**config.mk**
```make
export PLATFORM = sky130hd
export DESIGN_NAME = mem_stage
export DESIGN_NICKNAME = d
export VERILOG_FILES = /design/src/rtl/mem_stage.sv
export SDC_FILE = /design/constraint.sdc
export NUM_CORES = 1
export LEC_CHECK = 0
export CORE_AREA = 2 2 187 189
export CTS_CLUSTER_DIAMETER = 150
export DETAILED_ROUTE_END_ITERATION = 7
export DIE_AREA = 0 0 189 191
export GPL_TIMING_DRIVEN = 0
export PLACE_DENSITY = 0.7
export SLEW_MARGIN = 20
export SYNTH_ARGS = -nofsm -noshare
export SYNTH_HDL_FRONTEND = slang
export SYNTH_SLANG_ARGS = --single-unit
```
**constraint.sdc**
```tcl
create_clock -name clk -period 11.55 [get_ports clk]
set_input_delay 1.7325 -clock clk [delete_from_list [all_inputs] [get_ports clk]]
set_output_delay 1.7325 -clock clk [all_outputs]
set_load 0.1 [all_outputs]
```
**src/rtl/mem_stage.sv**
```systemverilog
// RV64 memory-access stage: passes ALU results through in one cycle and runs
// loads/stores on the data-memory port, stalling EX while busy.
module mem_stage #(
    parameter int              XLEN      = 64,
    parameter logic [XLEN-1:0] ZERO_WORD = '0
) (
    input  logic            clk,
    input  logic            rst,
    input  logic            ex_valid,
    output logic            ex_ready,
    input  logic            ex_mem_read,
    input  logic            ex_mem_write,
    input  logic [2:0]      ex_funct3,
    input  logic [XLEN-1:0] ex_addr,
    input  logic [XLEN-1:0] ex_wdata,
    input  logic [XLEN-1:0] ex_alu_res,
    input  logic [4:0]      ex_rd,
    input  logic            ex_reg_we,
    output logic            dmem_req_valid,
    input  logic            dmem_req_ready,
    output logic            dmem_req_we,
    output logic [XLEN-1:0] dmem_req_addr,
    output logic [XLEN-1:0] dmem_req_wdata,
    output logic [7:0]      dmem_req_wmask,
    input  logic            dmem_resp_valid,
    input  logic [XLEN-1:0] dmem_resp_rdata,
    output logic [XLEN-1:0] m_data,
    output logic            m_ena,
    output logic [4:0]      m_addr,
    output logic            wb_signal,
    output logic            misalign_err
);
    typedef enum logic [1:0] {
        IDLE = 2'd0,
        REQ  = 2'd1,
        WAIT = 2'd2
    } state_t;

    state_t          r_state;
    state_t          w_next;
    logic            r_we;
    logic [XLEN-1:0] r_addr;
    logic [XLEN-1:0] r_wdata;
    logic [7:0]      r_wmask;
    logic [2:0]      r_funct3;
    logic [4:0]      r_rd;
    logic            r_reg_we;

    logic            w_fire;
    logic            w_is_mem;
    logic            w_misalign;
    logic [7:0]      w_st_mask;
    logic [XLEN-1:0] w_st_data;
    logic [XLEN-1:0] w_lane;
    logic [XLEN-1:0] w_ld_data;

    assign ex_ready       = (r_state == IDLE);
    assign w_fire         = ex_valid && ex_ready;
    assign w_is_mem       = ex_mem_read || ex_mem_write;
    assign dmem_req_valid = (r_state == REQ);
    assign dmem_req_we    = r_we;
    assign dmem_req_addr  = {r_addr[XLEN-1:3], 3'b000};
    assign dmem_req_wdata = r_wdata;
    assign dmem_req_wmask = r_wmask;
    assign w_st_data      = ex_wdata << {ex_addr[2:0], 3'b000};
    assign w_lane         = dmem_resp_rdata >> {r_addr[2:0], 3'b000};

    always_comb begin
        w_misalign = 1'b0;
        w_st_mask  = 8'hFF;
        unique case (ex_funct3[1:0])
            2'b00: begin
                w_misalign = 1'b0;
                w_st_mask  = 8'h01 << ex_addr[2:0];
            end
            2'b01: begin
                w_misalign = ex_addr[0];
                w_st_mask  = 8'h03 << ex_addr[2:0];
            end
            2'b10: begin
                w_misalign = |ex_addr[1:0];
                w_st_mask  = 8'h0F << ex_addr[2:0];
            end
            2'b11: begin
                w_misalign = |ex_addr[2:0];
                w_st_mask  = 8'hFF;
            end
        endcase
    end

    always_comb begin
        w_ld_data = w_lane;
        case (r_funct3)
            3'b000:  w_ld_data = {{(XLEN-8){w_lane[7]}}, w_lane[7:0]};
            3'b001:  w_ld_data = {{(XLEN-16){w_lane[15]}}, w_lane[15:0]};
            3'b010:  w_ld_data = {{(XLEN-32){w_lane[31]}}, w_lane[31:0]};
            3'b100:  w_ld_data = {{(XLEN-8){1'b0}}, w_lane[7:0]};
            3'b101:  w_ld_data = {{(XLEN-16){1'b0}}, w_lane[15:0]};
            3'b110:  w_ld_data = {{(XLEN-32){1'b0}}, w_lane[31:0]};
            default: w_ld_data = w_lane;
        endcase
    end

    always_comb begin
        w_next = r_state;
        unique case (r_state)
            IDLE:    if (w_fire && w_is_mem && !w_misalign) w_next = REQ;
            REQ:     if (dmem_req_ready) w_next = r_we ? IDLE : WAIT;
            WAIT:    if (dmem_resp_valid) w_next = IDLE;
            default: w_next = IDLE;
        endcase
    end

    always_ff @(posedge clk or posedge rst) begin
        if (rst) r_state <= IDLE;
        else     r_state <= w_next;
    end

    // Request fields stay frozen from acceptance until the next transfer
    always_ff @(posedge clk or posedge rst) begin
        if (rst) begin
            r_we     <= 1'b0;
            r_addr   <= '0;
            r_wdata  <= '0;
            r_wmask  <= 8'h00;
            r_funct3 <= 3'b000;
            r_rd     <= 5'd0;
            r_reg_we <= 1'b0;
        end else if (w_fire && w_is_mem && !w_misalign) begin
            r_we     <= ex_mem_write;
            r_addr   <= ex_addr;
            r_wdata  <= w_st_data;
            r_wmask  <= ex_mem_write ? w_st_mask : 8'h00;
            r_funct3 <= ex_funct3;
            r_rd     <= ex_rd;
            r_reg_we <= ex_reg_we;
        end
    end

    always_ff @(posedge clk or posedge rst) begin
        if (rst) begin
            m_data       <= ZERO_WORD;
            m_ena        <= 1'b0;
            m_addr       <= 5'd0;
            wb_signal    <= 1'b1;
            misalign_err <= 1'b0;
        end else begin
            m_ena        <= 1'b0;
            wb_signal    <= 1'b1;
            misalign_err <= 1'b0;
            if (w_fire && !w_is_mem) begin
                m_data    <= ex_alu_res;
                m_ena     <= ex_reg_we && (ex_rd != 5'd0);
                m_addr    <= ex_rd;
                wb_signal <= 1'b0;
            end else if (w_fire && w_misalign) begin
                misalign_err <= 1'b1;
            end else if (r_state == WAIT && dmem_resp_valid) begin
                m_data    <= w_ld_data;
                m_ena     <= r_reg_we && (r_rd != 5'd0);
                m_addr    <= r_rd;
                wb_signal <= 1'b0;
            end
        end
    end
endmodule

```
==> results.json, run 1 <==
{
  "status": "complete, no violations",
  "cts_resized": 0,
  "start_util_pct": 37.97,
  "synthArstFlopShare_pct": 100.0,
  "grt_start_max_net_pins": 88,
  "io-pin-count": 483,
  "cp-end-kind": "register",
  "synth_cell_type_count": 58,
  "cp_max_fo": 10,
  "multi_input_area_mm2": 0.006390,
  "routedWlPerCell_um": 25.05,
  "grt_use_met3_pct": 6.554,
  "gp_congestion": 0.9823,
  "design_area_mm2": 0.01926,
  "final_cells": 2223,
  "grt_usage_pct": 30.06,
  "cts_root_buf": "clkbuf_16",
  "yosysTopAreaCell": "dfrtp_1",
  "finalWirelength_mm": 55.68,
  "cts_made_buffers": 26,
  "hold_viol": 0,
  "power_density_mw_per_mm2": 350.6,
  "cts_max_path_buffers": 3,
  "cts_tree": "yes",
  "drive_above_1_share_pct": 20.45,
  "antenna_found_initial": 9,
  "setup_slack_ps": 7156,
  "clkTransAtPathRegs_ps": 70,
  "postCtsSetupRepairBufs": 0,
  "arrival_ps": 4770,
  "drt_iter0_markers": 1034,
  "fin_crit_sh_pct": 38.05,
  "setup.worst_path.class": "input port to register",
  "die_area_mm2": 0.03610,
  "maxCapViolCount": 0,
  "core_area_mm2": 0.03412,
  "die_height_um": 191,
  "synth_seq_area_share_pct": 42.50,
  "viasPerCell": 5.666,
  "worstPathRequired_ps": 11920,
  "finClkSkew_ps": 16.14,
  "grt_pass1_wl_mm": 81.79,
  "placed_area_mm2": 0.01838,
  "dr.pass1.iters": 5,
  "num_rows": 68,
  "synthesis.area_mm2": 0.01296,
  "final_antenna_net_count": 0,
  "hpwl_mm": 43.72,
  "ys_warn_count": 0,
  "seq_area_mm2": 0.005507,
  "yosysTopAreaCellShare_pct": 42.30,
  "synth-seq-cells": 220,
  "synthTopCellsByArea": "dfrtp_1 (42%), mux2_2 (11%), mux4_2 (8.2%), buf_4 (4.5%), nand2_1 (3.8%)",
  "synthFlopType": "dfrtp_1",
  "grt.overflow.total": 0,
  "timing.fmax_mhz": 227.6,
  "hold_class": "register to register",
  "finalSetupViolCount": 0,
  "grt_setup_unrepaired": "false",
  "clkLatencyLatePin_ps": 540,
  "max_slew.worst_pin.slew_ps": 1133,
  "min_period_ps": 4394,
  "use_met2_pct": 50.39,
  "leakage_uw": 0.007776,
  "drc_errors": 0,
  "setup_tns_ps": 0,
  "layout.nets": 2017,
  "vias": 12596,
  "slew_viol_final": 0,
  "peakVddDrop_uv": 277.1,
  "cts_max_level": 1,
  "synth_area_per_cell_um2": 10.52,
  "dpl_worst_slack_ps": 6682,
  "ctsHoldBuffers": 0,
  "synth_edf_count": 0,
  "cts_sinks": 220,
  "num-fill-cells": 2977,
  "grt_pass1_vias": 12856,
  "post-place-cells": 2168,
  "portBuffers": 478,
  "max_slew_margin_pct": 24.24,
  "cp-start-kind": "input port",
  "synthCells": 1231,
  "grtUsageMet1_pct": 38.06,
  "top_usage_layer": "met2",
  "die_width_um": 189,
  "area_delta_synth_final_pct": 48.67,
  "holdWs_ps": 480.2
}
flip-flops by register name, indices dropped and copies added (netlist names), 2 cells and up:
name / cells
dmem_req_wmask: 8
r_funct3: 3
r_rd: 5
m_addr: 5
r_state: 2
r_addr: 64
m_data: 64
dmem_req_wdata: 64
layout by cell type (no fill, tap or decap), types with 3 or more instances in the layout:
cell type / synthesis / layout
clkdlybuf4s50_1: 0 / 478
dfrtp_1: 219 / 219
nand2_1: 131 / 131
mux2_2: 122 / 122
a21oi_1: 91 / 91
nor2_1: 82 / 82
buf_4: 78 / 78
o21ai_0: 72 / 72
o22ai_1: 55 / 55
clkbuf_1: 40 / 48
mux4_2: 47 / 47
mux2i_1: 40 / 40
a22oi_1: 38 / 38
buf_2: 29 / 29
clkbuf_16: 0 / 26
a211oi_1: 18 / 18
nor2b_1: 15 / 15
inv_1: 14 / 13
o31ai_2: 13 / 13
buf_6: 9 / 9
diode_2: 0 / 8
nor3_1: 8 / 8
o2111ai_1: 8 / 8
a2111oi_0: 9 / 8
o21ai_1: 8 / 8
a222oi_1: 7 / 7
a221oi_1: 7 / 7
a32oi_1: 7 / 7
nand2b_1: 6 / 6
buf_1: 6 / 6
clkinv_2: 0 / 5
nor3_2: 4 / 4
o31ai_1: 4 / 4
ha_1: 4 / 4
o22ai_2: 3 / 3
inv_2: 3 / 3
conb_1: 1 / 3
clkbuf_8: 0 / 3
bufinv_16: 0 / 3
cells by family after synthesis:
logic type,after synthesis,synth area share [%]
adder cells (fa/ha/maj),4,0.3863
AO/OA/AOI/OAI,351,17.73
flip-flops,220,42.50
other,1,0.02894
buffers and inverters,179,8.247
AND/OR/NAND/NOR,265,9.039
multiplexers,211,22.07
where the power goes:
part           switching (µW)  internal (µW)  total (µW)  leakage [µW]
sequential                217           1100        1310       0.00276
clock                     342            502         844      0.000420
combinational            3330           1270        4600       0.00460
total                    3890           2870        6750       0.00778
critical path, cell delays in order:
cell and delay, ps:
clkdlybuf4s50_1 430, nor2_1 200, nand3b_1 100, a21oi_1 740, inv_2 130, clkbuf_1 350, a2111oi_1 990, a31oi_1 80
routing by layer:
metal  vias to the layer above  part of all wire, %  wire (µm)
li1                       5527                    -          -
met1                      6264                   39      21940
met2                       696                   48      26910
met3                       109                  8.6       4785
met4                         0                  3.7       2048
met5                         -                    0          0
final cells by class:
| class | instances | area share (%) |
|---|---|---|
| repair buffers | 480 | 25.13 |
| flip-flops and latches | 220 | 28.59 |
| well taps | 455 | 2.956 |
| diodes | 8 | 0.1039 |
| clock buffers | 37 | 3.748 |
| clock inverters | 10 | 0.7210 |
| inverters | 17 | 0.3703 |
| multi-input cells | 834 | 33.17 |
| plain buffers | 162 | 5.216 |
final timing paths:
kind                                     endpoint               from  cells after the start  slack (ps)
max in group asynchronous              m_data[57]                rst                      3        9070
min in group asynchronous              r_addr[21]                rst                      2        1620
worst max-delay path                   m_data[15]       ex_mem_write                      8        7160
worst min register to register  dmem_req_wdata[8]  dmem_req_wdata[8]                      2         480
worst min-delay path            dmem_req_wdata[8]  dmem_req_wdata[8]                      2         480
worst max register to register         m_data[15]         r_state[1]                      6        8470
through the flow:
stage | utilization, % | power [µW]
final | 56.46 | 6754
after global routing | 56.44 | 6977
after CTS | 56.40 | 6756
after detailed placement | 53.88 | 5899
after global placement | 53.69 | 5861
after floorplan | - | 4697
synth_stat cells (all sizes together), types with 2 or more instances:
cell type	number
a2111oi	9
a211oi	18
a21oi	91
a221oi	7
a222oi	7
a22oi	38
a31oi	2
a32oi	7
and3	2
buf	122
clkbuf	40
dfrtp	219
ha	4
inv	17
mux2	124
mux2i	40
mux4	47
nand2	131
nand2b	6
nand3	2
nor2	84
nor2b	15
nor3	12
nor3b	2
nor4	3
o2111ai	8
o21ai	80
o22ai	58
o31ai	17
o41ai	2
or2	3
or4	2
No activity file was read; power rests on OpenSTA's default activity.
==> run 2, diff against run 1 <==
--- a/config.mk
+++ b/config.mk
@@ -10,7 +10,7 @@
 export DETAILED_ROUTE_END_ITERATION = 7
 export DIE_AREA = 0 0 189 191
 export GPL_TIMING_DRIVEN = 0
-export PLACE_DENSITY = 0.7
+export PLACE_DENSITY = 0.73
 export SLEW_MARGIN = 20
 export SYNTH_ARGS = -nofsm -noshare
 export SYNTH_HDL_FRONTEND = slang
==> constraint.sdc (replaced) <==
create_clock -name clk -period 4 [get_ports clk]
set_input_delay 0.6 -clock clk [delete_from_list [all_inputs] [get_ports clk]]
set_output_delay 0.6 -clock clk [all_outputs]
set_load 0.1 [all_outputs]
==> run 2 against run 1 <==
  * Sequential share of layout area shrank 0.12 points
  * Highest routed layer unchanged
  * Largest cell class unchanged
  * Via count fell by 0.21%
  * Combinational power rose to 2.9 times the previous value
==> results.json, run 2 (same netlist as run 1, synthesis figures left out) <==
{
  "hpwl_mm": 43.53,
  "grt_usage_pct": 29.89,
  "cts_resized": 0,
  "slew_viol_final": 0,
  "antenna_found_initial": 5,
  "drive_above_1_share_pct": 20.82,
  "gp_congestion": 0.9521,
  "layout.nets": 2021,
  "timing.fmax_mhz": 329.4,
  "layout_commonest_cell": "clkdlybuf4s50_1",
  "final_antenna_net_count": 0,
  "cpPeakStageDelay_ps": 1230,
  "multi_input_area_mm2": 0.006394,
  "worstPathRequired_ps": 3400,
  "crit_chain": "nor2_4 > clkdlybuf4s50_1",
  "status": "complete, no violations",
  "hold_class": "input port to asynchronous set/reset pin",
  "cts_root_buf": "clkbuf_16",
  "cts_max_path_buffers": 3,
  "cp_slowest_cell": "clkdlybuf4s50_1",
  "grt_pass1_wl_mm": 81.31,
  "grt.overflow.total": 0,
  "drt_iter0_markers": 1111,
  "die_height_um": 191,
  "portBuffers": 478,
  "start_util_pct": 37.97,
  "finalWirelength_mm": 55.50,
  "ctsHoldBuffers": 0,
  "min_period_ps": 3036,
  "die_width_um": 189,
  "viasPerCell": 5.654,
  "peakVddDrop_uv": 747.6,
  "cts_tree": "yes",
  "max_slew_margin_pct": 27.04,
  "core_area_mm2": 0.03412,
  "layout_common_cells": "clkdlybuf4s50_1 (478), dfrtp_1 (219), nand2_1 (131)",
  "finClkSkew_ps": 10.27,
  "area_delta_synth_final_pct": 49.29,
  "setup_slack_ps": 964.5,
  "hold_viol": 0,
  "arrival_ps": 2440,
  "drc_errors": 0,
  "grt_pass1_vias": 12686,
  "max_slew.worst_pin.slew_ps": 1091,
  "dr.pass1.iters": 5,
  "fin_crit_sh_pct": 75.89,
  "finalSetupViolCount": 0,
  "cp_max_fo": 6,
  "clkTransAtPathRegs_ps": 60,
  "grt_setup_unrepaired": "false",
  "routedWlPerCell_um": 24.97,
  "cts_sinks": 220,
  "die_area_mm2": 0.03610,
  "met3WireLength_mm": 4.621,
  "post-place-cells": 2173,
  "io-pin-count": 483,
  "cp-start-kind": "register",
  "power_density_mw_per_mm2": 1007,
  "cp-end-kind": "output pin",
  "num-fill-cells": 2942,
  "seq_area_mm2": 0.005507,
  "postCtsSetupRepairBufs": 0,
  "maxCapViolCount": 0,
  "grt_start_max_net_pins": 35,
  "num_rows": 68,
  "vias": 12569,
  "leakage_uw": 0.007813,
  "final_cells": 2223,
  "wl_met1_mm": 22.08,
  "cts_max_level": 1,
  "met2_length_mm": 26.10,
  "dpl_worst_slack_ps": 745.1,
  "clkLatencyLatePin_ps": 550,
  "setup.worst_path.class": "register to output pin",
  "cts_made_buffers": 25,
  "highest_layer": "met4"
}
## run 2: critical path, delay by kind of cell (launching register included)
family / cells / cell delay (ps)
DFF: 1 / 460
buffers and inverters: 1 / 1230
and+or+nand+nor: 1 / 180
## run 2: path summary, 6_finish.rpt
check,from,endpoint,slack [ps],cells past startpoint
setup / recovery,r_state[0],ex_ready,960,2
hold / removal,rst,m_data[52],460,2
setup reg to reg,r_addr[1],m_data[23],1450,7
hold reg to reg,dmem_req_wdata[29],dmem_req_wdata[29],470,2
max in group asynchronous,rst,r_addr[8],2570,5
min in group clk,dmem_req_wdata[29],dmem_req_wdata[29],470,2
## run 2: area by class of cell
cell class / instances / area share (%)
multi-input cells: 834 / 33.06
inverters: 17 / 0.3493
clock inverters: 10 / 0.7762
diodes: 5 / 0.06469
plain buffers: 162 / 5.194
flip-flops and latches: 220 / 28.47
clock buffers: 35 / 3.687
repair buffers: 485 / 25.46
well taps: 455 / 2.943
## run 2: report_power, final
part           internal, µW  switching [µW]
registers              3170             619
logic                  3670            9600
clock network          1440             979
## run 2: metal layers
metal  vias to the layer above  GRT usage [%]
met5                         -              0
met4                         0          13.73
met3                       138          5.636
met2                       698          48.97
met1                      6193          38.37
li1                       5540              -
## run 2: metrics by stage
| step | setup TNS [ps] | area (µm²) | total power, µW | hold slack [ps] | utilization, % |
|---|---|---|---|---|---|
| global route | 0 | 19340 | 20130 | 494.9 | 56.69 |
| floorplan | 0 | 12970 | 13560 | 479.6 | - |
| global placement | -277190 | 18320 | 16890 | 462.4 | 53.70 |
| CTS | 0 | 19320 | 19470 | 464.5 | 56.64 |
| detailed placement | 0 | 18460 | 17000 | 465.1 | 54.11 |
| finish | 0 | 19340 | 19480 | 458.2 | 56.69 |
==> run 3, diff against run 2 <==
==> constraint.sdc (replaced) <==
create_clock -name clk -period 2.7 [get_ports clk]
set_input_delay 0.405 -clock clk [delete_from_list [all_inputs] [get_ports clk]]
set_output_delay 0.405 -clock clk [all_outputs]
set_load 0.1 [all_outputs]
==> run 3 against run 2 <==
  * Clock-buffer cell count unchanged
  * Sequential share of layout area about the same
  * Final cell count unchanged
  * First-iteration DRC count increased by 3.8%
  * Largest power group unchanged
==> results.json, run 3 (same netlist as run 1, synthesis figures left out) <==
{
  "pwr-share-seq_pct": 19.5,
  "slew_viol_final": 0,
  "path_buf_inv": 4,
  "clkTransAtPathRegs_ps": 60,
  "viasPerCell": 5.656,
  "final_antenna_net_count": 0,
  "grt_setup_unrepaired": "false",
  "area_delta_synth_final_pct": 49.30,
  "hold_viol": 0,
  "grt_pass1_wl_mm": 81.31,
  "finClkSkew_ps": 10.31,
  "max_slew.worst_pin.slew_ps": 1093,
  "start_util_pct": 37.97,
  "leakage_uw": 0.007817,
  "power_density_mw_per_mm2": 1491,
  "drt_iter0_markers": 1153,
  "peakVddDrop_uv": 1108,
  "vias": 12573,
  "gp_congestion": 0.9521,
  "p_switching_uw": 16580,
  "arrival_ps": 2990,
  "io-pin-count": 483,
  "die_width_um": 189,
  "antenna_found_initial": 5,
  "dr.pass1.iters": 5,
  "grt_usage_pct": 29.89,
  "post-place-cells": 2173,
  "cts_sinks": 220,
  "num-fill-cells": 2945,
  "switching_share_pct": 57.48,
  "finalSetupViolCount": 0,
  "cp_slowest_cell": "a2111oi_0",
  "hpwl_mm": 43.53,
  "cts_max_path_buffers": 3,
  "setup.worst_path.class": "register to register",
  "postCtsSetupRepairBufs": 0,
  "finalWirelength_mm": 55.45,
  "status": "complete, no violations",
  "rr_worst_depth": 7,
  "clkLatencyLatePin_ps": 550,
  "min_period_ps": 2587,
  "layout_commonest_cell": "clkdlybuf4s50_1",
  "cts_max_level": 1,
  "timing.fmax_mhz": 386.6,
  "layout.nets": 2021,
  "portBuffers": 478,
  "multi_input_area_mm2": 0.006397,
  "num_rows": 68,
  "max_slew_margin_pct": 26.93,
  "cp-end-kind": "register",
  "crit_chain": "buf_6 > buf_4 > buf_6 > buf_2 > o22ai_1 > a2111oi_0 > o21ai_1",
  "grt_start_max_net_pins": 35,
  "path_delay_family": "compound AO/OA/AOI/OAI gates",
  "path_depth": 7,
  "p_comb_share_pct": 68.1,
  "worstPathRequired_ps": 3100,
  "cts_tree": "yes",
  "core_area_mm2": 0.03412,
  "layout_common_cells": "clkdlybuf4s50_1 (476), dfrtp_1 (219), nand2_1 (131)",
  "postLayoutCoreUtil_pct": 56.70,
  "grt.overflow.total": 0,
  "die_area_mm2": 0.03610,
  "drive_above_1_share_pct": 20.87,
  "final_cells": 2223,
  "intPower_uw": 12270,
  "p_clk_share_pct": 12.5,
  "cts_root_buf": "clkbuf_16",
  "fin_crit_sh_pct": 95.81,
  "hold_class": "input port to asynchronous set/reset pin",
  "maxCapViolCount": 0,
  "cts_made_buffers": 25,
  "grt_pass1_vias": 12686,
  "seq_area_mm2": 0.005507,
  "cp_common_cell": "buf_6",
  "die_height_um": 191,
  "cpPeakStageDelay_ps": 810,
  "cp-start-kind": "register",
  "drc_errors": 0,
  "routedWlPerCell_um": 24.95,
  "cp_max_fo": 10,
  "holdWs_ps": 260.6
}
run 3: cell count changes in the layout (fill, tap and decap cells not counted):
cell,before,now
clkdlybuf4s50_1,478,476
dlygate4sd2_1,0,2
a21oi_1,91,90
a21oi_2,0,1
run 3: final timing paths:
| check | from | slack [ps] | to |
|---|---|---|---|
| min in group clk | ex_alu_res[25] | 440 | m_data[25] |
| hold reg to reg | dmem_req_wdata[29] | 470 | dmem_req_wdata[29] |
| setup / recovery | r_addr[1] | 110 | m_data[23] |
| hold / removal | rst | 260 | m_data[52] |
| max in group asynchronous | rst | 1460 | r_addr[8] |
| setup reg to reg | r_addr[1] | 110 | m_data[23] |
run 3: metal layers:
metal	routed length (µm)	vias to the layer above	global-route usage (%)
li1	-	5534	-
met5	0	-	0
met1	21810	6170	38.37
met4	2686	0	13.73
met3	4840	135	5.636
met2	26110	734	48.97
run 3: cell type report:
class | instances | area share, %
antenna | 5 | 0.06468
buffer | 162 | 5.194
clock buffer | 35 | 3.687
clock inverter | 10 | 0.7762
inverter | 17 | 0.3493
multi-input combinational | 834 | 33.07
sequential | 220 | 28.47
tap | 455 | 2.943
timing repair buffer | 485 | 25.45
run 3: power by group through the flow:
| stage | Clock, µW | Combinational [µW] | Sequential (µW) |
|---|---|---|---|
| finish | 3590 | 19600 | 5610 |
| floorplan | 0 | 8610 | 11500 |
| global route | 3790 | 20200 | 5800 |
| CTS | 3650 | 19600 | 5600 |
| detailed placement | 0 | 19500 | 5640 |
| global placement | 0 | 19400 | 5580 |
run 3: stage by stage:
step	power [µW]	cell area [µm²]	worst slack [ps]	setup TNS [ps]
final	28850	19340	113.1	0
after global routing	29820	19340	67.91	0
after CTS	28840	19320	100.9	0
after detailed placement	25180	18460	-359.9	-30240
after global placement	25020	18320	-2400	-535610
after floorplan	20090	12970	-572.3	-125330
run 3: what timing repair did:
| item | 4_1_cts | 5_1_grt |
|---|---|---|
| gates resized for setup | 2 | 1 |
| hold buffers | 0 | 0 |
| setup endpoints to repair | 2 | 3 |
==> patch 1, RTL diff (settings of run 3) <==
`XLEN`: 64 -> 56.
--- a/src/rtl/mem_stage.sv
+++ b/src/rtl/mem_stage.sv
@@ -1,7 +1,7 @@
 // RV64 memory-access stage: passes ALU results through in one cycle and runs
 // loads/stores on the data-memory port, stalling EX while busy.
 module mem_stage #(
-    parameter int              XLEN      = 64,
+    parameter int              XLEN      = 56,
     parameter logic [XLEN-1:0] ZERO_WORD = '0
 ) (
     input  logic            clk,
Ports: changed (7 resized); port bits go from 483 to 427. The function was not compared with the original's and may differ.
==> patch 1 against run 3 <==
Area after synthesis shrank 16%. Critical path type is now input port to register. Fmax barely moved. Clock skew about the same. Wire length is 13% lower. Count of clock-buffer cells in the layout fell by 13. Setup slack got worse by 1.8 ps. Sequential cell count shrank 24. Critical endpoint is now dmem_req_wdata[30]$_DFFE_PP0P_. Register-to-register slack improved by 60 ps. Die area did not move. Final cell count is 4.6% lower. Cell area down 15%.
Power is left out: the tool's default activity adds up to more than one toggle a clock period on the data nets, which glitch-free logic cannot reach.
==> patch 1: results (changes against run 3) <==
Worst setup path
  • Crit Reg-Reg Endpoint: m_data[51]$_DFFE_PP0P_
  • Worst path max stage delay: 540 ps (-270 ps)
  • CP Data Arrival Time: 2900 ps (-90 ps)
  • Critical path's top delay family: buffers and inverters
  • FF-to-FF Start: r_addr[0]$_DFFE_PP0P_
  • Worst setup path start: ex_funct3[0]
  • Critical path capture point: dmem_req_wdata[30]$_DFFE_PP0P_
  • R2r setup slk: 170 ps (+60 ps)
  • FF-to-FF path depth: 9 (+2)
  • Worst Path Max Fanout: 10 (unchanged)
  • CP max stage cell: clkdlybuf4s50_1

Run status
  • Status: complete, no violations

Placement
  • IO buf count: 422 (-12%)
  • DP Worst Slack: -932 ps (-572 ps)
  • RD Place Congestion: 0.967 (+1.5%)
  • DP Area: 15,800 um2 (-14%)
  • HPWL Detailed: 38.7 mm (-11%)

Synthesis
  • Async set-reset flop share out of synthesis: 1.00 (unchanged)
  • Yosys synthesis warning count: 0 (unchanged)
  • Largest cells by area after synthesis: dfrtp_1 (45%), nand2_1 (11%), mux4_2 (4.3%)
  • Synth cell count leaders: nand2_1 (328), dfrtp_1 (195), o21ai_0 (84)
  • Synth cell types: 50 (-14%)
  • Synthesized instance count: 1,201 (-2.4%)
  • Seq/Total Area, Yosys: 0.450 (+0.0253)
  • Most used DFF post-synth: dfrtp_1

Clock tree
  • # resized after CTS: 14 (+12)
  • H-tree levels: 4 (+3)
  • Worst-case clock buffer depth: 2 (-1)
  • Worst-path clk slew: 80 ps (+20 ps)
  • Post-CTS setup buffers: 2 (+2)
  • Worst skew pair latency: 460 ps (-90 ps)
  • TritonCTS buffer count: 17 (-32%)
  • Root Buffer: clkbuf_16

Global routing
  • Gr usage total: 0.267 (-0.0316)
  • Number of global-route vias before repair: 11,400 (-9.9%)
  • Largest net degree at the start of global routing: 34 (-2.9%)
  • First-pass GRT wire length: 71.4 mm (-12%)
  • Initial antenna violation count: 0 (-5)

Timing
  • Final Skew: 10.6 ps (+0.325 ps)
  • Fin Hold WS: 351 ps (+90.8 ps)
  • Worst slew pin tran: 1080 ps (-10.8 ps)
  • Fmax: 0.386 GHz (about the same)

Routing
  • First DRT Iteration DRCs: 782 (-32%)
  • Via density per instance: 5.25 (-7.2%)
  • Drt first pass iters: 8 (+3)
  • Total Routed Length: 48.5 mm (-13%)

Cells and area
  • Layout Nets: 1,897 (-6.1%)
  • Layout Cells excl Fill: 2,121 (-4.6%)
  • Share of cells above drive strength 1: 0.127 (-0.0814)

Run
  • Total of max-cap violations: 0 (unchanged)

Min path
  • Worst min-delay path class: input port to async pin
patch 1: cell type report:
type | count | area, um2
antenna | 1 | 2.50
buffer | 149 | 878
clock buffer | 22 | 484
clock inverter | 9 | 71.3
fill | 3250 | 17700
inverter | 8 | 33.8
multi-input combinational | 849 | 5140
sequential | 196 | 4910
tap | 455 | 569
timing repair buffer | 432 | 4370
patch 1: cells by family after synthesis:
kind of cell | count (synthesis) | share of synthesized area
AOI/OAI and AO/OA | 335 | 0.202
adders and majority gates | 4 | 0.00459
buffers and inverters | 158 | 0.0808
DFF | 196 | 0.450
muxes | 82 | 0.102
other | 1 | 0.000344
and+or+nand+nor | 425 | 0.161
patch 1: layer usage:
metal | global-route usage | part of all wire | vias to the layer above
li1 | - | - | 5079
met1 | 0.317 | 0.39 | 5412
met2 | 0.457 | 0.49 | 557
met3 | 0.0630 | 0.079 | 83
met4 | 0.128 | 0.042 | 0
met5 | 0 | 0 | -
==> patch 2, RTL diff (config.mk and constraints of run 3) <==
Made on the original files. Re-encode `state_t` (3 states) as one-hot, 3 bits wide.
--- a/src/rtl/mem_stage.sv
+++ b/src/rtl/mem_stage.sv
@@ -30,10 +30,10 @@
     output logic            wb_signal,
     output logic            misalign_err
 );
-    typedef enum logic [1:0] {
-        IDLE = 2'd0,
-        REQ  = 2'd1,
-        WAIT = 2'd2
+    typedef enum logic [2:0] {
+        IDLE = 3'b001,
+        REQ  = 3'b010,
+        WAIT = 3'b100
     } state_t;
 
     state_t          r_state;
Function: no difference found for any inputs over 4 cycles, from zero or initial values and one cycle with rst high; so few cycles prove little.
==> patch 2 against run 3 <==
Wire length increased by 2.1%. Power decreased by 15%. Global-route usage increased by 0.75 points. Sequential cell count increased by 1. Die area unchanged. Register-to-register slack improved by 30 ps. Final cell count increased by 3.5%. Area after synthesis increased by 4.0%. Cell area increased by 3.2%. Setup slack got worse by 59 ps. Sequential power decreased by 8.9%.
==> patch 2: results (changes against run 3) <==
Run
  • Total of max-cap violations: 0 (unchanged)

Pwr
  • Peak supply drop: 923 uV (-17%)
  • P_leak: 8.30 nW (+6.2%)
  • Psw: 13.3 mW (-20%)

Worst setup path
  • CP Data Arrival Time: 2240 ps (-750 ps)
  • Critical path's top delay family: buffers and inverters
  • Worst setup path start: wb_signal$_DFF_PP1_
  • Worst Path Max Fanout: 1 (-9)
  • CP max stage cell: clkdlybuf4s50_1
  • FF-to-FF Start: r_state[2]$_DFFE_PP0P_
  • Worst path max stage delay: 1180 ps (+370 ps)

Synthesis
  • Synth cell count leaders: dfrtp_1 (219), nand2_1 (216), o21ai_0 (132)
  • Largest cells by area after synthesis: dfrtp_1 (41%), mux2_4 (7.0%), mux4_2 (6.7%)
  • Seq/Total Area, Yosys: 0.411 (-0.0145)
  • Synth cell types: 61 (+5.2%)
  • Yosys synthesis warning count: 0 (unchanged)
  • Most used DFF post-synth: dfrtp_1
  • Async set-reset flop share out of synthesis: 1.00 (unchanged)

Routing
  • Via density per instance: 5.58 (-1.4%)
  • Drt first pass iters: 6 (+1)
  • Total Routed Length: 56.6 mm (+2.1%)
  • First DRT Iteration DRCs: 911 (-21%)

Global routing
  • First-pass GRT wire length: 83.6 mm (+2.9%)
  • Largest net degree at the start of global routing: 33 (-5.7%)
  • Gr usage total: 0.306 (+0.00753)
  • Number of global-route vias before repair: 13,200 (+4.4%)
  • Initial antenna violation count: 4 (-1)

Timing
  • Final Skew: 12.1 ps (+1.79 ps)
  • Worst slew pin tran: 1090 ps (-5.22 ps)

Clock tree
  • H-tree levels: 1 (unchanged)
  • Worst skew pair latency: 550 ps (about the same)
  • Root Buffer: clkbuf_16
  • Worst-path clk slew: 60 ps (about the same)
  • # resized after CTS: 2 (unchanged)
  • TritonCTS buffer count: 26 (+4.0%)
  • Worst-case clock buffer depth: 3 (unchanged)
  • Post-CTS setup buffers: 0 (unchanged)

Run status
  • Status: complete, no violations

Min path
  • Worst min-delay path class: input port to async pin

Cells and area
  • Layout Nets: 2,100 (+3.9%)
  • Share of cells above drive strength 1: 0.215 (+0.00602)

Placement
  • IO buf count: 476 (-0.42%)
  • RD Place Congestion: 0.968 (+1.7%)
  • HPWL Detailed: 44.1 mm (+1.2%)
==> patch 2: cell count changes in the layout (fill, tap and decap cells not counted), sizes merged, moves of 9 or more <==
cell and change:
mux2 -9, buf +11, o211ai +17, mux2i -9
nand2 +85, or3 +46, nor2 -33, a21oi -24
o21a +13, a22oi -22, inv -9, o22ai -39
o21ai +66, a2111oi -9
==> patch 2: power by group through the flow <==
stage          clock, mW  sequential, mW  combinational [mW]
2_1_floorplan          0            10.0                6.61
3_3_place_gp           0            5.11                15.4
3_5_place_dp           0            5.13                15.5
4_1_cts             3.92            5.10                15.5
5_1_grt             4.05            5.25                16.1
6_report            3.87            5.11                15.5
==> patch 2: layout make-up <==
type | count | area (um2)
antenna | 1 | 2.50
buffer | 168 | 1130
clock buffer | 32 | 703
clock inverter | 16 | 228
fill | 2905 | 14200
inverter | 12 | 48.8
multi-input combinational | 911 | 6800
sequential | 221 | 5530
tap | 455 | 569
timing repair buffer | 484 | 4940
==> patch 2: cell families (layout without fill, tap and decap cells) <==
kind of cell    after synthesis  in the layout  share of synthesized area
flops                       221            221                      0.411
mux                         186            186                      0.203
other cells                   1              4                   0.000278
fa+ha+maj                     4              4                    0.00371
simple gates                365            365                      0.124
buf+inv                     180            712                     0.0871
compound gates              353            353                      0.171
==> patch 2: per-stage QoR <==
stage	setup WS, ps	area (um2)	utilization	hold WS [ps]	instances
2_1_floorplan	-585	13500	-	481	1312
3_3_place_gp	-2410	18800	0.552	460	2243
3_5_place_dp	-452	19000	0.557	467	2251
4_1_cts	38.9	19900	0.585	236	2299
5_1_grt	11.2	20000	0.585	281	2299
6_report	54.4	20000	0.585	243	2300
==> patch 2: final timing paths <==
path	slack [ps]	cells past startpoint	to
setup / recovery	50	1	wb_signal
hold / removal	240	2	dmem_req_wdata[18]$_DFFE_PP0P_
setup reg to reg	140	5	m_data[0]$_DFFE_PP0P_
hold reg to reg	480	2	dmem_req_wdata[31]$_DFFE_PP0P_
max in group asynchronous	1340	6	r_addr[35]$_DFFE_PP0P_
min in group clk	380	3	misalign_err$_DFF_PP0_
==> patch 2: layer usage <==
layer / vias up / track usage / wire, um
met2: 715 / 0.532 / 28000
met4: 6 / 0.112 / 2090
li1: 5695 / - / -
met1: 6294 / 0.369 / 21300
met5: - / 0 / 36
met3: 118 / 0.0734 / 5190
